$ cat config.mk
export PLATFORM = sky130hd
export DESIGN_NAME = tlb_access_ctrl
export DESIGN_NICKNAME = d
export VERILOG_FILES = /design/src/rtl/tlb_access_ctrl_pkg.sv /design/src/rtl/tlb_access_ctrl_rr_arbiter.sv /design/src/rtl/tlb_access_ctrl.sv
export SDC_FILE = /design/constraint.sdc
export NUM_CORES = 1
export LEC_CHECK = 0
export CAP_MARGIN = 15
export CORE_MARGIN = 4
export CORE_UTILIZATION = 41
export CTS_CLUSTER_SIZE = 10
export DETAILED_ROUTE_END_ITERATION = 16
export HOLD_SLACK_MARGIN = 0.02
export PLACE_DENSITY_LB_ADDON = 0.12
export RECOVER_POWER = 50
export SYNTH_ARGS = -nofsm -noshare
export SYNTH_HDL_FRONTEND = slang
export SYNTH_SLANG_ARGS = --single-unit
$ cat constraint.sdc
create_clock -name clk_i -period 7.1 [get_ports clk_i]
set_input_delay 1.42 -clock clk_i [delete_from_list [all_inputs] [get_ports clk_i]]
set_output_delay 1.42 -clock clk_i [all_outputs]
set_load 0.02 [all_outputs]
$ cat src/rtl/tlb_access_ctrl_pkg.sv
// Shared types and constants for the TLB access sequencer.
package tlb_access_ctrl_pkg;

    // Virtual address width for SV39 translation.
    localparam int VLEN = 39;

    // Requester indices into the req_* vectors.
    localparam int REQ_ITLB = 0;
    localparam int REQ_DTLB = 1;

    // Sequencer states.
    typedef enum logic [1:0] {
        IDLE  = 2'd0,  // lookups permitted, no walk outstanding
        WALK  = 2'd1,  // walk outstanding, hit-under-miss lookups permitted
        DRAIN = 2'd2,  // flush waiting for the outstanding walk to finish
        FLUSH = 2'd3   // single-cycle TLB flush
    } state_e;

    // Select the granted requester's address; zero when nothing is granted.
    function automatic logic [VLEN-1:0] sel_vaddr(input logic [2*VLEN-1:0] vaddrs,
                                                  input logic [1:0]        gnt);
        logic [VLEN-1:0] sel;
        sel = '0;
        if (gnt[REQ_DTLB]) begin
            sel = vaddrs[REQ_DTLB*VLEN +: VLEN];
        end else if (gnt[REQ_ITLB]) begin
            sel = vaddrs[REQ_ITLB*VLEN +: VLEN];
        end
        return sel;
    endfunction

endpackage

$ cat src/rtl/tlb_access_ctrl_rr_arbiter.sv
// Two-way round-robin arbiter with enable and one-hot grant.
// The pointer names the requester that wins the next contested cycle.
module tlb_rr_arbiter
    import tlb_access_ctrl_pkg::*;
(
    input  logic       clk,
    input  logic       rst,
    input  logic       en,
    input  logic [1:0] req,
    output logic [1:0] gnt
);

    logic rr_q;

    // Grant selection: a lone requester always wins, a tie goes to rr_q.
    // NOTE: every output of an always_comb gets a default first so no latch is inferred.
    always_comb begin
        gnt = 2'b00;
        if (en) begin
            unique case (req)
                2'b01:   gnt = 2'b01;
                2'b10:   gnt = 2'b10;
                2'b11:   gnt = rr_q ? 2'b10 : 2'b01;
                default: gnt = 2'b00;
            endcase
        end
    end

    // Pointer update: after a contested grant, the loser gets the next tie.
    // NOTE: sequential state uses non-blocking assignments so all flops update together.
    always_ff @(posedge clk or posedge rst) begin
        if (rst) begin
            rr_q <= 1'b1;  // data side first out of reset
        end else if (en && (req == 2'b11)) begin
            rr_q <= ~rr_q;
        end
    end

endmodule

$ cat src/rtl/tlb_access_ctrl.sv
// Front end for the shared SV39 TLB: arbitrates I/D lookups onto one port,
// launches a single page-table walk on a miss, and serialises flushes so they
// never overlap a walk or a lookup.
module tlb_access_ctrl
    import tlb_access_ctrl_pkg::*;
#(
    parameter int ASID_WIDTH = 1,
    parameter int VMID_WIDTH = 1
) (
    input  logic                  clk_i,
    input  logic                  rst_i,
    // lookup requesters
    input  logic [1:0]            req_valid_i,
    input  logic [2*VLEN-1:0]     req_vaddr_i,
    output logic [1:0]            req_ready_o,
    output logic [1:0]            resp_valid_o,
    output logic                  resp_hit_o,
    // TLB lookup port
    output logic                  lu_access_o,
    output logic [VLEN-1:0]       lu_vaddr_o,
    input  logic                  lu_hit_i,
    // page-table walker
    output logic                  walk_req_o,
    output logic [VLEN-1:0]       walk_vaddr_o,
    input  logic                  walk_done_i,
    // flush request
    input  logic                  flush_req_i,
    input  logic [ASID_WIDTH-1:0] flush_asid_i,
    input  logic [VMID_WIDTH-1:0] flush_vmid_i,
    input  logic [VLEN-1:0]       flush_vaddr_i,
    // TLB flush port
    output logic                  tlb_flush_o,
    output logic [ASID_WIDTH-1:0] tlb_flush_asid_o,
    output logic [VMID_WIDTH-1:0] tlb_flush_vmid_o,
    output logic [VLEN-1:0]       tlb_flush_vaddr_o,
    output logic                  flush_ack_o
);

    state_e     state_q;
    logic       grant_en;
    logic [1:0] gnt;
    logic       lookup_states;
    logic       flush_capture;
    logic       miss;

    // Lookups run in IDLE and WALK only; a pending flush blocks them in its
    // request cycle, and reset forces the grant low.
    assign lookup_states = (state_q == IDLE) || (state_q == WALK);
    assign grant_en      = lookup_states && !flush_req_i && !rst_i;

    // Flush operands are sampled in the cycle a flush is accepted.
    assign flush_capture = lookup_states && flush_req_i;

    tlb_rr_arbiter u_arb (
        .clk (clk_i),
        .rst (rst_i),
        .en  (grant_en),
        .req (req_valid_i),
        .gnt (gnt)
    );

    assign req_ready_o = gnt;
    assign lu_access_o = |gnt;
    assign lu_vaddr_o  = sel_vaddr(req_vaddr_i, gnt);
    assign miss        = lu_access_o && !lu_hit_i;

    // Sequencer FSM with registered response, walk and flush strobes.
    always_ff @(posedge clk_i or posedge rst_i) begin
        if (rst_i) begin
            state_q      <= IDLE;
            resp_valid_o <= 2'b00;
            resp_hit_o   <= 1'b0;
            walk_req_o   <= 1'b0;
            walk_vaddr_o <= '0;
            tlb_flush_o  <= 1'b0;
            flush_ack_o  <= 1'b0;
        end else begin
            // Every granted lookup answers exactly one cycle later.
            resp_valid_o <= gnt;
            resp_hit_o   <= lu_access_o && lu_hit_i;
            walk_req_o   <= 1'b0;
            tlb_flush_o  <= 1'b0;
            flush_ack_o  <= 1'b0;

            unique case (state_q)
                IDLE: begin
                    if (flush_req_i) begin
                        state_q     <= FLUSH;
                        tlb_flush_o <= 1'b1;
                        flush_ack_o <= 1'b1;
                    end else if (miss) begin
                        // Only a miss seen with no walk in flight starts one.
                        state_q      <= WALK;
                        walk_req_o   <= 1'b1;
                        walk_vaddr_o <= lu_vaddr_o;
                    end
                end
                WALK: begin
                    // Misses here respond hit=0 and are retried by the requester.
                    if (flush_req_i && walk_done_i) begin
                        state_q     <= FLUSH;
                        tlb_flush_o <= 1'b1;
                        flush_ack_o <= 1'b1;
                    end else if (flush_req_i) begin
                        state_q <= DRAIN;
                    end else if (walk_done_i) begin
                        state_q <= IDLE;
                    end
                end
                DRAIN: begin
                    if (walk_done_i) begin
                        state_q     <= FLUSH;
                        tlb_flush_o <= 1'b1;
                        flush_ack_o <= 1'b1;
                    end
                end
                FLUSH: begin
                    state_q <= IDLE;
                end
                default: begin
                    state_q <= IDLE;
                end
            endcase
        end
    end

    // Flush operand registers, loaded when a flush is accepted and held until
    // the next one so the TLB sees stable operands with the strobe.
    always_ff @(posedge clk_i or posedge rst_i) begin
        if (rst_i) begin
            tlb_flush_asid_o  <= '0;
            tlb_flush_vmid_o  <= '0;
            tlb_flush_vaddr_o <= '0;
        end else if (flush_capture) begin
            tlb_flush_asid_o  <= flush_asid_i;
            tlb_flush_vmid_o  <= flush_vmid_i;
            tlb_flush_vaddr_o <= flush_vaddr_i;
        end
    end

endmodule

* After elaboration in Yosys (flattened, before gate mapping) *
Index checks and enable logic that the tools add are counted.

word-level totals
  register bits = 88
  bits of input ports = 126
  output and inout port bits = 128
  logic and storage cells = 55

operators by class
  equal/unequal tests = 9
  mux-type cells = 19
  bitwise logic cells = 2
  reduce and logical (&&, ||, !) cells = 15

operator list
  cell                                            number
  two-way mux 39 bit                              2
  two-way mux 2 bit                               8
  == test 2 bit (second input constant)           4
  case mux 2 bit (4 select lines)                 1
  logical AND 1 bit                               7
  two-way mux 1 bit                               6
  case mux 2 bit (3 select lines)                 1
  AND reduction 3 bit                             2
  == test 2 x 1 -> 1 bit (second input constant)  2
  != test 4 x 3 -> 1 bit (second input constant)  1
  logical NOT 1 bit                               3
  != test 3 bit (second input constant)           1
  case mux 1 bit (3 select lines)                 1
  logical NOT 2 bit                               1
  != test 2 bit (second input constant)           1
  NOT 1 bit                                       2
  OR reduction 2 bit                              1
  logical OR 1 bit                                1

* Logic depth before layout (Yosys ltp) *
Gate-level depths: netlist (run 1).

  depth in word-level cells = 10
  gate-level depth with buffers = 6
  mapped depth without buffers = 3

* Hierarchy *
Synthesis (run 1) repeated with hierarchy kept, for this count alone.

unflattened totals
  cell total of the unflattened synthesis = 257
  area, all modules = 3907.5 um2

by module, submodules not included
  module           times used  cells each  area each (um2)  seq. area each (um2)
  tlb_access_ctrl  1           248         3842.4           2177.1
  tlb_rr_arbiter   1           9           65.1             26.3

* Worst setup path before layout (run 1) *
Ideal clock, no wire load.

  kind = input port to output port
  from = in flush_req_i
  to = out lu_vaddr_o[10]
  arrival time = 2.451 ns
  required time = 5.680 ns
  path slack = 3.229 ns
  cell stages on the path = 5
  path buffers = 2
  path through = buf_4 > nor4b_4 > buf_6 > nand3_2 > nand2_1

on the way
  word-level cells in the longest chain between the ends = 6

ends and longest elaborated chain
  element                            line                              text
  from (decl)                        tlb_access_ctrl.sv:27             input logic flush_req_i,
  logical NOT 1 bit *                tlb_access_ctrl.sv:49             assign grant_en = lookup_states && !flush_req_i && !rst_i;
  logical AND 1 bit * (2 in series)  tlb_access_ctrl.sv:49
  two-way mux 2 bit *                tlb_access_ctrl_rr_arbiter.sv:19  if (en) begin
  two-way mux 39 bit                 tlb_access_ctrl_pkg.sv:26         end else if (gnt[REQ_ITLB]) begin
  two-way mux 39 bit *               tlb_access_ctrl_pkg.sv:24         if (gnt[REQ_DTLB]) begin
  to (decl)                          tlb_access_ctrl.sv:20             output logic [VLEN-1:0] lu_vaddr_o,

Mark *: on every way between the ends. The rest lies on a longest branch, timed or not.

* Worst setup path after layout (run 1) *
  from = in flush_req_i
  to = out lu_vaddr_o[33]

Same word-level chain as after synthesis.

==> results of run 1 <==
## through the flow
stage / power [mW] / hold WS, ns / cell area [um2] / instances
floorplan: 1.577 / 0.4735 / 4348 / 390
global placement: 2.238 / 0.4668 / 6884 / 747
detailed placement: 2.265 / 0.4742 / 6884 / 747
CTS: 2.641 / 0.4942 / 7093 / 761
global route: 2.667 / 0.5028 / 7079 / 762
finish: 2.514 / 0.4823 / 7079 / 762
## synth_stat cells, types with 2 or more instances
cell      instances
dfrtp_1          87
a31oi_1          78
nand2_1          41
nand3_1          40
nand3_2          38
mux2_1           25
mux2_2           16
buf_2            12
buf_4            11
clkbuf_1          9
buf_6             6
buf_1             4
and2_1            3
and3_1            2
inv_1             2
nand2b_1          2
nor4b_4           2
## area by class of cell
class / instances / area (um2)
Fill cell: 832 / 3244
Timing Repair Buffer: 264 / 2616
Sequential cell: 88 / 2203
Multi-Input combinational cell: 258 / 1872
Tap cell: 136 / 170.2
Clock buffer: 11 / 141.4
Clock inverter: 3 / 67.56
Inverter: 2 / 8.758
## worst max path at each step
stage | startpoint | endpoint | slack, ns
after global routing | flush_req_i | lu_vaddr_o[33] | 1.07
after detailed placement | flush_req_i | lu_vaddr_o[19] | 1.72
final | flush_req_i | lu_vaddr_o[33] | 1.30
after global placement | flush_req_i | lu_vaddr_o[38] | 1.73
after CTS | flush_req_i | lu_vaddr_o[19] | 1.70
after floorplan | flush_req_i | lu_vaddr_o[10] | 3.23
## state kept, by name, summed over array words and instances, names as in the netlist
register	count
flush_ack_o	1
resp_hit_o	1
resp_valid_o	2
state_q	2
tlb_flush_asid_o	1
tlb_flush_vaddr_o	39
tlb_flush_vmid_o	1
u_arb.rr_q	1
walk_req_o	1
walk_vaddr_o	39
## critical path, cell delays in order
cell             delay (ns)
dlygate4sd3_1          0.71
nor4b_4                0.33
clkbuf_1               0.91
nand3_1                0.26
nand2_1                0.14
clkdlybuf4s50_1        0.61
## power breakdown
group / leakage (nW) / internal (mW) / switching (mW) / total, mW
registers: 1.08 / 0.738 / 0.119 / 0.857
clock network: 0.101 / 0.204 / 0.165 / 0.369
logic: 1.78 / 0.587 / 0.700 / 1.29
## layer usage
| layer | global-route usage | up-vias | routed length [um] |
|---|---|---|---|
| met5 | 0 | - | 0 |
| met4 | 0.08949 | 0 | 350 |
| met3 | 0.06769 | 24 | 1257 |
| met2 | 0.3944 | 199 | 7187 |
| met1 | 0.2835 | 1988 | 5568 |
| li1 | - | 1908 | - |
## logic make-up after synthesis
| group | after synthesis |
|---|---|
| xor+xnor | 2 |
| buf+inv | 44 |
| flops | 88 |
| simple gates | 132 |
| mux | 42 |
| compound gates | 82 |
==> impl_metrics.yaml, run 1 <==
outcome:
  violations: "capacitance limit, slew limit"
  status: "complete, but fails checks"
synthesis:
  synth_cell_types: 29
  synth_top_family_by_area: "simple AND/OR/NAND/NOR gates"
  synth-adder-area-share: 0
  seq_area_frac_synth: 0.5068
  synth_compound_area_frac: 0.1194
  ys_top_cells_by_area: "dfrtp_1, a31oi_1, nand3_2"
  synth_nets: 516
  ys_ff_latch: 88
  ys_warn_count: 0
  synth_edf_count: 0
  synthFlopType: "dfrtp_1"
  synthArstFlopShare: 1.000
  synthMuxAreaShare: 0.1085
  synthSimpleGateAreaFrac: 0.2000
  syn-cell-area_mm2: 0.004348
  synth_top_cell_by_area: "dfrtp_1"
  synth_top_area_frac: 0.5007
  syn_area_per_cell_um2: 11.15
  synthCells: 390
  synth_xor_area_frac: 0.004029
grt:
  antenna_found_initial: 0
  grt_pass1_vias: 4421
  grt_overflow_total: 0
  grtUsageTotal: 0.2342
  grt_max_degree: 46
  grt_pass1_wl_mm: 23.32
detailed_routing:
  vias: 4119
  first_iter_violations: 178
  first_pass_iters: 4
  drc: 0
  ant_nets: 0
  viasPerCell: 5.406
  routedWlPerCell_um: 18.85
  finalWirelength_mm: 14.36
timing:
  skew_ns: 0.007331
  layout_min_cycle_time_ns: 5.799
  setup_slack_ns: 1.301
  slew_headroom: -0.5340
  final.setup.tns_ns: 0
  worst_slew_pin_slew_ns: 2.301
  max_freq_ghz: 0.1725
  fin_crit_sh: 0.8167
  slew_violations: 133
  hold_viol_final: 0
  setup_violations: 0
  rsz0062_at_grt: "false"
critical_path:
  cp-start-kind: "primary input"
  reg2reg_to: "walk_vaddr_o[26]"
  setup.worst_path.end_class: "output pin"
  reg2reg_setup_slack_ns: 3.45
  r2r_cells: 5
  arrival_ns: 4.38
  path_class: "in2out"
  crit_required_ns: 5.68
  critPathMaxFanout: 23
  r2r-start: "state_q[1]"
floorplan:
  die_y_um: 111.0
  ioPinCount: 254
  dieArea_mm2: 0.01232
  rows: 37
  fp.dieW_um: 111.0
  start_util: 0.4212
  core_area_mm2: 0.01032
clock_network:
  cts-resized-gates: 0
  cts.sinks: 88
  tritoncts: "yes"
  cts_inserted_buffers: 9
  cts_setup_buffers: 0
  clk_pin_slew_ns: 0.08
  cts-root-buf: "clkbuf_8"
  cts_max_path_buffers: 2
  ctsHoldBuffers: 0
  cts-htree-levels: 3
  insertion_delay_ns: 0.34
flow_run:
  max_cap_viol_count: 3
power_and_ir_drop:
  p_per_area_mw_per_mm2: 355.1
  power_leakage_nw: 2.960
  peakVddDrop_mv: 0.1929
finish:
  layout.nets: 749
  syn_to_final_growth_pct: 62.82
  antenna_cells: 0
  layout_commonest_cell: "clkdlybuf4s50_1"
  fin_util: 0.6857
  final_layout_size_suffix_gt1_frac: 0.1294
  final_cell_mix: "clkdlybuf4s50_1, dlygate4sd3_1, dfrtp_1"
placed_design:
  pre_cts_slack_ns: 1.720
  hpwl_mm: 10.55
  place.port_buffers: 253
  finalWeightedCongestion: 0.8320
hold_path:
  hold_depth: 1
  worst_hold_path.endpoint: "tlb_flush_vaddr_o[29]"
  min_path_type: "reg2reg"
  hold_path_startpoint: "tlb_flush_vaddr_o[29]"
Note: power is estimated with default switching activity, not from simulation.
==> run 2: changes to the inputs <==
--- a/config.mk
+++ b/config.mk
@@ -7,7 +7,7 @@
 export LEC_CHECK = 0
 export CAP_MARGIN = 15
 export CORE_MARGIN = 4
-export CORE_UTILIZATION = 41
+export CORE_UTILIZATION = 35
 export CTS_CLUSTER_SIZE = 10
 export DETAILED_ROUTE_END_ITERATION = 16
 export HOLD_SLACK_MARGIN = 0.02
==> constraint.sdc (replaced) <==
create_clock -name clk_i -period 4.9 [get_ports clk_i]
set_input_delay 0.98 -clock clk_i [delete_from_list [all_inputs] [get_ports clk_i]]
set_output_delay 0.98 -clock clk_i [all_outputs]
set_load 0.02 [all_outputs]
==> run 2 against run 1 <==
- the flow still finishes with violations (capacitance limit, slew limit)
- worst hold slack worse by 0.0018 ns
- routed wire length grew 3.5%
- via count down 0.24%
- largest power group unchanged
- die area grew 16%
- first-iteration DRC count rose by 44%
- clock skew down 0.0030 ns
- sequential share of layout area down 0.85 points
- sequential power increased by 46%
- register-to-register slack lost 1.1 ns
- design area is 2.8% higher
- critical path depth did not move
==> impl_metrics.yaml, run 2 (synthesis gave the netlist of run 1 again) <==
timing:
  fin_crit_sh: 0.8791
  setup_slack_ns: 0.5922
  slew_violations: 68
  skew_ns: 0.004318
  whs_ns: 0.4805
  final.setup.tns_ns: 0
  setup_violations: 0
  layout_min_cycle_time_ns: 4.308
  hold_viol_final: 0
  rsz0062_at_grt: "false"
  slew_headroom: -0.1045
  max_freq_ghz: 0.2321
  worst_slew_pin_slew_ns: 1.657
hold_path:
  min_path_type: "reg2reg"
  worst_hold_path.endpoint: "tlb_flush_vaddr_o[38]"
  hold_path_startpoint: "tlb_flush_vaddr_o[38]"
  hold_depth: 1
critical_path:
  reg2reg_setup_slack_ns: 2.39
  reg2reg_to: "walk_vaddr_o[20]"
  critPathSlowestCell: "dlygate4sd3_1"
  cp-start-kind: "primary input"
  cpLargestDelayFamily: "buffers and inverters"
  setup.worst_path.end_class: "output pin"
  crit_required_ns: 3.92
  critPathBufInv: 3
  r2r-start: "state_q[1]"
  path_class: "in2out"
  arrival_ns: 3.33
  critPathMaxStageDelay_ns: 0.66
  critPathMaxFanout: 33
  crit_chain: "dlygate4sd3_1, nor4b_4, buf_4, nand3_1, nand2_1, clkdlybuf4s50_1"
  r2r_cells: 4
clock_network:
  cts-htree-levels: 3
  cts_inserted_buffers: 9
  cts-resized-gates: 0
  cts_max_path_buffers: 2
  ctsHoldBuffers: 0
  tritoncts: "yes"
  clk_pin_slew_ns: 0.06
  insertion_delay_ns: 0.33
  cts_setup_buffers: 0
  cts-root-buf: "clkbuf_16"
  cts.sinks: 88
floorplan:
  ioPinCount: 254
  die_y_um: 119.5
  rows: 40
  start_util: 0.3605
  fp.dieW_um: 119.5
  dieArea_mm2: 0.01427
  core_area_mm2: 0.01206
placed_design:
  hpwl_mm: 10.73
  dp.cells: 783
  placed_area_mm2: 0.006957
  pre_cts_slack_ns: 0.6134
  finalWeightedCongestion: 0.7738
  place.port_buffers: 253
finish:
  antenna_cells: 0
  layout_commonest_cell: "clkdlybuf4s50_1"
  design_area_mm2: 0.007277
  fin_util: 0.6033
  largestRegisters: "tlb_flush_vaddr_o x39, walk_vaddr_o x39"
  final_cell_mix: "clkdlybuf4s50_1, dfrtp_1, a31oi_1"
  layout.nets: 753
  fill_cells: 1023
  finalNonFillerCells: 799
  syn_to_final_growth_pct: 67.37
  final_layout_size_suffix_gt1_frac: 0.1458
power_and_ir_drop:
  p_per_area_mw_per_mm2: 536.4
  peakVddDrop_mv: 0.2400
  finalPower_mw: 3.903
  power_leakage_nw: 3.013
detailed_routing:
  first_iter_violations: 257
  drc: 0
  ant_nets: 0
  finalWirelength_mm: 14.86
  viasPerCell: 5.143
  routedWlPerCell_um: 18.60
  first_pass_iters: 4
  vias: 4109
grt:
  antenna_found_initial: 0
  grt_overflow_total: 0
  grtUsageTotal: 0.2062
  grt_pass1_wl_mm: 23.43
  grt_pass1_vias: 4303
  grt_max_degree: 89
flow_run:
  max_cap_viol_count: 1
outcome:
  violations: "capacitance limit, slew limit"
  status: "complete, but fails checks"
run 2: how the worst max path moves through the flow:
| stage | slack, ns | from | depth (start not counted) | to |
|---|---|---|---|---|
| final | 0.59 | rst_i | 6 | lu_vaddr_o[38] |
| after global placement | 0.66 | rst_i | 6 | lu_vaddr_o[38] |
| after floorplan | 1.64 | rst_i | 1 | flush_ack_o |
| after CTS | 0.61 | rst_i | 6 | lu_vaddr_o[1] |
| after detailed placement | 0.61 | rst_i | 6 | lu_vaddr_o[1] |
| after global routing | 0.42 | rst_i | 6 | lu_vaddr_o[38] |
run 2: cell type report:
type                            count  area, um2  share of cell area
Multi-Input combinational cell    258       1896              0.2605
Clock buffer                       11      242.7             0.03336
Inverter                            2      8.758            0.001204
Clock inverter                      4      77.57             0.01066
Timing Repair Buffer              268       2639              0.3626
Sequential cell                    88       2203              0.3028
Tap cell                          168      210.2             0.02889
run 2: where the power goes:
group / leakage, nW / switching, mW / internal [mW]
clock: 0.156 / 0.287 / 0.461
sequential: 1.08 / 0.181 / 1.07
combinational: 1.78 / 1.01 / 0.893
total: 3.01 / 1.48 / 2.42
run 2: metal layers:
layer,share of wire,track usage
met1,0.39,0.2546
met2,0.50,0.3450
met3,0.090,0.06315
met4,0.018,0.06586
met5,0,0
==> run 3: changes to the inputs <==
--- a/config.mk
+++ b/config.mk
@@ -6,7 +6,7 @@
 export NUM_CORES = 1
 export LEC_CHECK = 0
 export CAP_MARGIN = 15
-export CORE_MARGIN = 4
+export CORE_MARGIN = 1.5
 export CORE_UTILIZATION = 35
 export CTS_CLUSTER_SIZE = 10
 export DETAILED_ROUTE_END_ITERATION = 16
@@ -16,3 +16,4 @@
 export SYNTH_ARGS = -nofsm -noshare
 export SYNTH_HDL_FRONTEND = slang
 export SYNTH_SLANG_ARGS = --single-unit
+export TNS_END_PERCENT = 100
==> run 3 against run 2 <==
- cell count stayed put
- design area down 0.74%
- die area decreased by 8.2%
- register-to-register slack got worse by 0.03 ns
- via count increased by 1.4%
- flip-flop and latch count is the same
- critical endpoint unchanged
- sequential share of layout area rose by 0.23 points
- the flow still finishes with violations (capacitance limit, slew limit)
- setup slack lost 0.052 ns
- largest power group unchanged
- non-clock buffer count shrank 2
==> impl_metrics.yaml, run 3 (synthesis gave the netlist of run 1 again) <==
outcome:
  status: "complete, but fails checks"
  violations: "capacitance limit, slew limit"
finish:
  syn_to_final_growth_pct: 66.13
  layout_commonest_cell: "clkdlybuf4s50_1"
  layout.nets: 751
  largestRegisters: "tlb_flush_vaddr_o x39, walk_vaddr_o x39"
  finalNonFillerCells: 799
  fin_util: 0.5989
  fill_cells: 1030
  design_area_mm2: 0.007223
  final_cell_mix: "clkdlybuf4s50_1, dfrtp_1, a31oi_1"
  final_layout_size_suffix_gt1_frac: 0.1444
clock_network:
  tritoncts: "yes"
  clk_pin_slew_ns: 0.06
  insertion_delay_ns: 0.33
  cts_max_path_buffers: 2
  cts_inserted_buffers: 9
  cts_setup_buffers: 0
  cts-resized-gates: 0
  cts.sinks: 88
  ctsHoldBuffers: 0
  cts-root-buf: "clkbuf_16"
  cts-htree-levels: 3
critical_path:
  critPathBufInv: 3
  path_class: "in2out"
  reg2reg_setup_slack_ns: 2.36
  critPathSlowestCell: "dlygate4sd3_1"
  setup.worst_path.end_class: "output pin"
  cpLargestDelayFamily: "buffers and inverters"
  critPathMaxStageDelay_ns: 0.74
  crit_chain: "dlygate4sd3_1, nor4b_4, buf_4, nand3_1, nand2_1, clkdlybuf4s50_1"
  worst-path-stages: 6
  reg2reg_to: "walk_vaddr_o[6]"
  r2r-start: "state_q[1]"
  r2r_cells: 4
  cp-start-kind: "primary input"
  critPathMaxFanout: 26
  arrival_ns: 3.38
  crit_required_ns: 3.92
hold_path:
  hold_depth: 1
  worst_hold_path.endpoint: "tlb_flush_vaddr_o[4]"
  hold_path_startpoint: "tlb_flush_vaddr_o[4]"
  min_path_type: "reg2reg"
grt:
  grt_max_degree: 89
  antenna_found_initial: 1
  gr-usage-met2: 0.3956
  grt_overflow_total: 0
  grt_pass1_wl_mm: 22.01
  met1_usage: 0.2501
  busiest_layer: "met2"
  grt_pass1_vias: 4202
  grtUsageTotal: 0.2216
  grtUsageMet3: 0.05347
timing:
  fin_crit_sh: 0.8898
  whs_ns: 0.4795
  slew_violations: 43
  setup_violations: 0
  skew_ns: 0.006186
  layout_min_cycle_time_ns: 4.360
  slew_headroom: -0.2924
  hold_viol_final: 0
  setup_slack_ns: 0.5400
  rsz0062_at_grt: "false"
  worst_slew_pin_slew_ns: 1.928
  max_freq_ghz: 0.2294
  final.setup.tns_ns: 0
detailed_routing:
  vias: 4166
  finalWirelength_mm: 14.72
  first_iter_violations: 191
  routedWlPerCell_um: 18.42
  first_pass_iters: 4
  viasPerCell: 5.214
  drc: 0
  ant_nets: 0
flow_run:
  max_cap_viol_count: 1
placed_design:
  placed_area_mm2: 0.006942
  finalWeightedCongestion: 0.7648
  place.port_buffers: 253
  dp.cells: 781
  hpwl_mm: 10.40
  pre_cts_slack_ns: 0.5895
power_and_ir_drop:
  p_per_area_mw_per_mm2: 526.6
  finalPower_mw: 3.804
  peakVddDrop_mv: 0.2632
  power_leakage_nw: 2.980
floorplan:
  fp.dieW_um: 114.5
  core_area_mm2: 0.01206
  die_y_um: 114.5
  dieArea_mm2: 0.01310
  rows: 40
  start_util: 0.3605
  ioPinCount: 254
-- run 3: worst reg2reg max path: stages, from the launching register on --
cell	delay (ns)
dfrtp_1	0.58
nor3_4	0.26
buf_4	0.44
and3_2	0.86
a31oi_1	0.23
-- run 3: area by class of cell --
type	instances	area, um2	area share
Sequential cell	88	2203	0.3050
Tap cell	168	210.2	0.02910
Timing Repair Buffer	266	2628	0.3638
Clock buffer	12	246.5	0.03412
Inverter	2	8.758	0.001213
Multi-Input combinational cell	258	1896	0.2624
Clock inverter	4	28.78	0.003984
Antenna cell	1	2.502	0.0003464
-- run 3: routing by layer --
metal	up-vias	wire [um]
li1	1923	-
met3	28	1170
met2	199	7474
met5	-	0
met1	2016	5624
met4	0	449
-- run 3: how the worst max path moves through the flow --
stage | from | endpoint | slack (ns)
floorplan | rst_i | flush_ack_o | 1.64
global placement | flush_req_i | lu_vaddr_o[38] | 0.60
detailed placement | flush_req_i | lu_vaddr_o[0] | 0.59
CTS | flush_req_i | lu_vaddr_o[0] | 0.56
global route | flush_req_i | lu_vaddr_o[13] | 0.41
finish | flush_req_i | lu_vaddr_o[38] | 0.54
-- run 3: where the power goes --
group          switching, mW  leakage, nW  internal, mW  total, mW
registers              0.189         1.08          1.07       1.26
logic                   1.01         1.77         0.889       1.90
clock network          0.285        0.129         0.359      0.644
total                   1.48         2.98          2.32       3.80
